==> src/rtl/pe_stream_responder.sv <==
// Round-robin responder for PE stream requests: reads filter words or input
// activations from a synchronous buffer SRAM and streams them to one PE with backpressure.
module pe_stream_responder #(
  parameter int unsigned NUM_PE    = 4,
  parameter int unsigned DATA_W    = 16,
  parameter int unsigned ADDR_W    = 12,
  parameter int unsigned LEN_W     = 10,
  parameter int unsigned NUM_LAYER = 4,
  parameter int unsigned K_W       = 4,
  parameter int unsigned L_W       = (NUM_LAYER > 1) ? $clog2(NUM_LAYER) : 1
) (
  input  logic                        clk,
  input  logic                        rst,
  input  logic [NUM_PE-1:0]           req_filter_valid,
  input  logic [NUM_PE*K_W-1:0]       req_filter_k,
  input  logic [NUM_PE*L_W-1:0]       req_layer,
  input  logic [NUM_PE-1:0]           req_input_valid,
  input  logic [NUM_LAYER*ADDR_W-1:0] cfg_w_base,
  input  logic [NUM_LAYER*LEN_W-1:0]  cfg_w_len,
  input  logic [ADDR_W-1:0]           cfg_in_base,
  input  logic [LEN_W-1:0]            cfg_in_len,
  output logic                        mem_rd_en,
  output logic [ADDR_W-1:0]           mem_rd_addr,
  input  logic [DATA_W-1:0]           mem_rd_data,
  output logic                        out_valid,
  output logic [DATA_W-1:0]           out_data,
  output logic [NUM_PE-1:0]           out_pe_sel,
  output logic                        out_is_filter,
  output logic                        out_last,
  input  logic                        out_ready,
  output logic [NUM_PE-1:0]           filter_finish,
  output logic [NUM_PE-1:0]           input_finish
);

  localparam int unsigned PE_W   = (NUM_PE > 1) ? $clog2(NUM_PE) : 1;
  localparam int unsigned PROD_W = K_W + LEN_W;

  typedef enum logic [2:0] {IDLE, ARB, LOAD, STREAM, DONE} state_t;

  state_t             state_q, state_d;
  logic [PE_W-1:0]    pe_q, pe_d, rr_q, rr_d;
  logic               is_filter_q, is_filter_d;
  logic [ADDR_W-1:0]  base_q, base_d;
  logic [LEN_W-1:0]   len_q, len_d, cnt_q, cnt_d;
  logic [NUM_PE-1:0]  ff_q, ff_d, if_q, if_d;

  logic [NUM_PE-1:0]  pend_f, pend_i;
  logic               found, gnt_filter;
  logic [PE_W-1:0]    gnt, idx;
  logic [L_W-1:0]     layer;
  logic [K_W-1:0]     k;
  logic [ADDR_W-1:0]  w_base, f_addr;
  logic [LEN_W-1:0]   w_len;
  logic [PROD_W-1:0]  prod;
  logic               accept, active;

  assign pend_f = req_filter_valid & ~ff_q;
  assign pend_i = req_input_valid & ~if_q;
  assign accept = (state_q == STREAM) && out_ready;
  assign active = (state_q == LOAD) || (state_q == STREAM);

  // Round-robin scan from rr_q; input requests win over filter within a PE
  always_comb begin
    found      = 1'b0;
    gnt        = '0;
    gnt_filter = 1'b0;
    idx        = '0;
    for (int unsigned i = 0; i < NUM_PE; i++) begin
      idx = PE_W'((32'(rr_q) + i) % NUM_PE);
      if (!found && (pend_i[idx] || pend_f[idx])) begin
        found      = 1'b1;
        gnt        = idx;
        gnt_filter = !pend_i[idx];
      end
    end
    layer  = req_layer[32'(gnt)*L_W +: L_W];
    k      = req_filter_k[32'(gnt)*K_W +: K_W];
    w_base = cfg_w_base[32'(layer)*ADDR_W +: ADDR_W];
    w_len  = cfg_w_len[32'(layer)*LEN_W +: LEN_W];
    prod   = PROD_W'(k) * PROD_W'(w_len);
    f_addr = w_base + ADDR_W'(prod);
  end

  // Next-state and memory/stream control
  always_comb begin
    state_d     = state_q;
    pe_d        = pe_q;
    rr_d        = rr_q;
    is_filter_d = is_filter_q;
    base_d      = base_q;
    len_d       = len_q;
    cnt_d       = cnt_q;
    ff_d        = ff_q & req_filter_valid;
    if_d        = if_q & req_input_valid;
    mem_rd_en   = 1'b0;
    mem_rd_addr = '0;
    out_valid   = 1'b0;
    out_last    = 1'b0;
    case (state_q)
      IDLE: state_d = ARB;
      ARB: begin
        if (found) begin
          pe_d        = gnt;
          is_filter_d = gnt_filter;
          base_d      = gnt_filter ? f_addr : cfg_in_base;
          len_d       = gnt_filter ? w_len : cfg_in_len;
          state_d     = ((gnt_filter ? w_len : cfg_in_len) == '0) ? DONE : LOAD;
        end
      end
      LOAD: begin
        mem_rd_en   = 1'b1;
        mem_rd_addr = base_q;
        cnt_d       = '0;
        state_d     = STREAM;
      end
      STREAM: begin
        out_valid   = 1'b1;
        mem_rd_en   = 1'b1;
        // Prefetch the next word on accept; a stall re-reads the current one
        mem_rd_addr = base_q + ADDR_W'(cnt_q) + ADDR_W'(accept);
        out_last    = (cnt_q == len_q - LEN_W'(1));
        if (accept && out_last) begin
          state_d = DONE;
        end else begin
          cnt_d = cnt_q + LEN_W'(accept);
        end
      end
      DONE: begin
        if (is_filter_q) ff_d[pe_q] = 1'b1;
        else             if_d[pe_q] = 1'b1;
        rr_d    = PE_W'((32'(pe_q) + 1) % NUM_PE);
        state_d = ARB;
      end
      default: state_d = IDLE;
    endcase
  end

  always_ff @(posedge clk) begin
    if (rst) begin
      state_q     <= IDLE;
      pe_q        <= '0;
      rr_q        <= '0;
      is_filter_q <= 1'b0;
      base_q      <= '0;
      len_q       <= '0;
      cnt_q       <= '0;
      ff_q        <= '0;
      if_q        <= '0;
    end else begin
      state_q     <= state_d;
      pe_q        <= pe_d;
      rr_q        <= rr_d;
      is_filter_q <= is_filter_d;
      base_q      <= base_d;
      len_q       <= len_d;
      cnt_q       <= cnt_d;
      ff_q        <= ff_d;
      if_q        <= if_d;
    end
  end

  assign out_data      = (state_q == STREAM) ? mem_rd_data : '0;
  assign out_pe_sel    = active ? (NUM_PE'(1) << pe_q) : '0;
  assign out_is_filter = active && is_filter_q;
  assign filter_finish = ff_q;
  assign input_finish  = if_q;

endmodule

==> config.mk <==
export PLATFORM = sky130hd
export DESIGN_NAME = pe_stream_responder
export DESIGN_NICKNAME = d
export VERILOG_FILES = /design/src/rtl/pe_stream_responder.sv
export SDC_FILE = /design/constraint.sdc
export NUM_CORES = 1
export LEC_CHECK = 0
export CAP_MARGIN = 10
export CELL_PAD_IN_SITES_DETAIL_PLACEMENT = 1
export CELL_PAD_IN_SITES_GLOBAL_PLACEMENT = 1
export CORE_MARGIN = 4
export CORE_UTILIZATION = 25
export CTS_CLUSTER_DIAMETER = 150
export CTS_CLUSTER_SIZE = 12
export DETAILED_ROUTE_END_ITERATION = 10
export PLACE_DENSITY = 0.61
export SYNTH_ARGS = -nofsm -noshare
export SYNTH_HDL_FRONTEND = slang
export SYNTH_SLANG_ARGS = --single-unit
==> constraint.sdc <==
create_clock -name clk -period 10.2 [get_ports clk]
set_input_delay 3.06 -clock clk [delete_from_list [all_inputs] [get_ports clk]]
set_output_delay 3.06 -clock clk [all_outputs]
set_load 0.1 [all_outputs]
==> results.toml <==
[clock_network]
cts_buffers = 5
postCtsSetupBuffers = 0
cts_buffer_depth = 2
cts_tree = "built"
clk_pin_slew_worst_paths_ps = 70
htreeDepth = 2
ctsHoldBuffers = 0
root_buffer = "clkbuf_16"
worstSkewPairLatency_ps = 290
post_cts_resized = 0
cts_sinks = 48

[layout]
post-route-util_pct = 37.0
drive_above_1_share_pct = 7.70
finalNetCount = 1167
final_common_cell = "clkdlybuf4s50_1"
fillers = 2742
syn_to_final_growth_pct = 43.5
insertedDiodeCount = 0
final_cell_mix = "clkdlybuf4s50_1 (193), nor2_1 (103), inv_1 (69)"

[job]
maxCapViolCount = 0

[place]
io_buffers = 204
gp_congestion = 0.784
pre_cts_ws_ps = 322
dp.final_hpwl_mm = 17.9

[worst_setup_path]
critical_path.max_fanout = 2
critPathCaptureType = "primary output"
crit_slowest_cell = "clkdlybuf4s50_1"
crit_top_cell = "o21ai_0"
cp_cell_sequence = "clkdlybuf4s50_1 > and2_1 > fa_1 > inv_1 > fa_1 > nor2b_1 > o21ai_0 > a21boi_0 > o21ai_0 > a21boi_0 > o21ai_0 > a21boi_0 > o21a_1 > o21ai_0 > xor2_1 > nor2_1 > buf_12"
critPathKind = "input port to primary output"
cpPeakStageDelay_ps = 500
cp.arrival_ps = 6580
cp-start-kind = "input port"
required_ps = 7140

[yosys]
synthTopCellsByArea = "dfxtp_1 (16%), mux2i_1 (9.7%), fa_1 (9.1%)"
ys_ff_latch = 48
synth_seq_area_share_pct = 16.3
synth_edf_count = 0
netlist_instances = 760
synth_area_sq_um = 5910
yosys.area.top_type = "dfxtp_1"
synth_top_area_share_pct = 16.3
synthArstFlopShare_pct = 0
avgSynthCellArea_sq_um = 7.77
ys_warn_count = 0
yosysUniqueCellTypes = 66
syn-num-nets = 980
synthFlopType = "dfxtp_1"

[power_and_ir_drop]
p_leak_uw = 0.00352
ir_worst_vdd_uv = 86.3
power.density_nw_per_um2 = 167
fin_total_pwr_uw = 1410

[grt]
grt_pass1_vias = 6222
grt_max_degree = 42
grtUsageMet3_pct = 3.65
grt-busiest-layer = "met2"
use_met1_pct = 20.9
grt_overflow = 0
use_met2_pct = 27.3
grt_pass1_wl_mm = 33.5
antenna_found_initial = 0
grt_usage_pct = 15.9

[run_status]
status = "finished clean"

[timing]
fmax_mhz = 104
hold_viol_final = 0
clock_skew_ps = 6.69
timing.final.crit_period_ps = 9640
setup_ws_ps = 564
worst_pin_slew_ps = 1010
slew_headroom_pct = 32.1
rsz0062_at_grt = "no"
min_period_over_period_pct = 94.5
finalSetupTns_ps = 0
setup_viol = 0
timing.hold.ws_ps = 501
finalMaxSlewViolations = 0

[die]
die_w_um = 162
core-area_sq_um = 22900
die_area_sq_um = 26200
rows = 55
ioPinCount = 205
start_util_pct = 25.8
die_height_um = 162

[route]
drt-total-wl_mm = 21.0
drtPass1Iterations = 4
viasPerCell = 4.72
wl_per_cell_um = 16.6
drc_errors = 0
drt-initial-drc-count = 208
vias = 5957
detail-route-antenna-nets = 0

[worst_hold_path]
hold_path.class = "flip-flop to flip-flop"
per-stage QoR:
stage,cells,instance area [sq um]
6_report,1261,8480
5_1_grt,1261,8480
4_1_cts,1261,8480
3_5_place_dp,1253,8260
3_3_place_gp,1253,8260
2_1_floorplan,760,5910
cells by family (layout without fill, tap and decap cells):
family | count (synthesis) | in the layout | share of synthesized area, %
muxes | 78 | 78 | 13.7
xor gates and xnor gates | 43 | 43 | 6.61
buffers and inverters | 104 | 292 | 7.18
and+or+nand+nor | 264 | 264 | 21.4
AOI/OAI and AO/OA | 164 | 164 | 19.0
adders and majority gates | 59 | 59 | 15.9
DFF | 48 | 48 | 16.3
synthesized netlist by cell type, types with 18 or more instances:
| cell type | number |
|---|---|
| clkbuf_1 | 19 |
| a21oi_1 | 31 |
| xor2_1 | 18 |
| and2_1 | 29 |
| ha_1 | 32 |
| mux2i_1 | 57 |
| inv_1 | 69 |
| xnor2_1 | 24 |
| nand2_1 | 55 |
| fa_1 | 27 |
| mux2_2 | 21 |
| nor2_1 | 103 |
| a211oi_1 | 26 |
| dfxtp_1 | 48 |
| o21ai_0 | 36 |
area by class of cell:
type / instances / area (sq um) / area share [%]
tap: 313 / 392 / 4.62
clock inverter: 3 / 90.1 / 1.06
clock buffer: 5 / 125 / 1.48
timing repair buffer: 214 / 2110 / 24.9
multi-input combinational: 608 / 4530 / 53.5
sequential: 48 / 961 / 11.3
inverter: 70 / 263 / 3.10
where the power goes:
part,switching (uW),internal (uW)
Clock,75.5,165
Combinational,516,426
Sequential,25.0,207
Total,617,798
metal layers:
layer / vias to the layer above / routed length, um
met5: - / 0
met4: 0 / 142
met3: 10 / 1410
met2: 181 / 9790
met1: 2770 / 9610
li1: 2996 / -
sequential cells by signal, summed over array words and instances (netlist names):
| name | count |
|---|---|
| base_q | 12 |
| cnt_q | 10 |
| filter_finish | 4 |
| input_finish | 4 |
| is_filter_q | 1 |
| len_q | 10 |
| pe_q | 2 |
| rr_q | 2 |
| state_q | 3 |
critical path: cells and delay by family:
kind | cells | cell delay, ps
buffers and inverters | 3 | 770
adders and majority gates | 2 | 600
xor gates and xnor gates | 1 | 180
and+or+nand+nor | 3 | 510
AOI/OAI and AO/OA | 8 | 1440
final timing paths:
check | start | end | slack (ps) | cells past startpoint
max reg2reg | rr_q[0]$_SDFFE_PP0N_ | base_q[11]$_SDFFE_PP0P_ | 3240 | 24
min | base_q[3]$_SDFFE_PP0P_ | base_q[3]$_SDFFE_PP0P_ | 500 | 2
min reg2reg | base_q[3]$_SDFFE_PP0P_ | base_q[3]$_SDFFE_PP0P_ | 500 | 2
max | out_ready | mem_rd_addr[10] | 560 | 17
(Power assumes the default switching activity.)
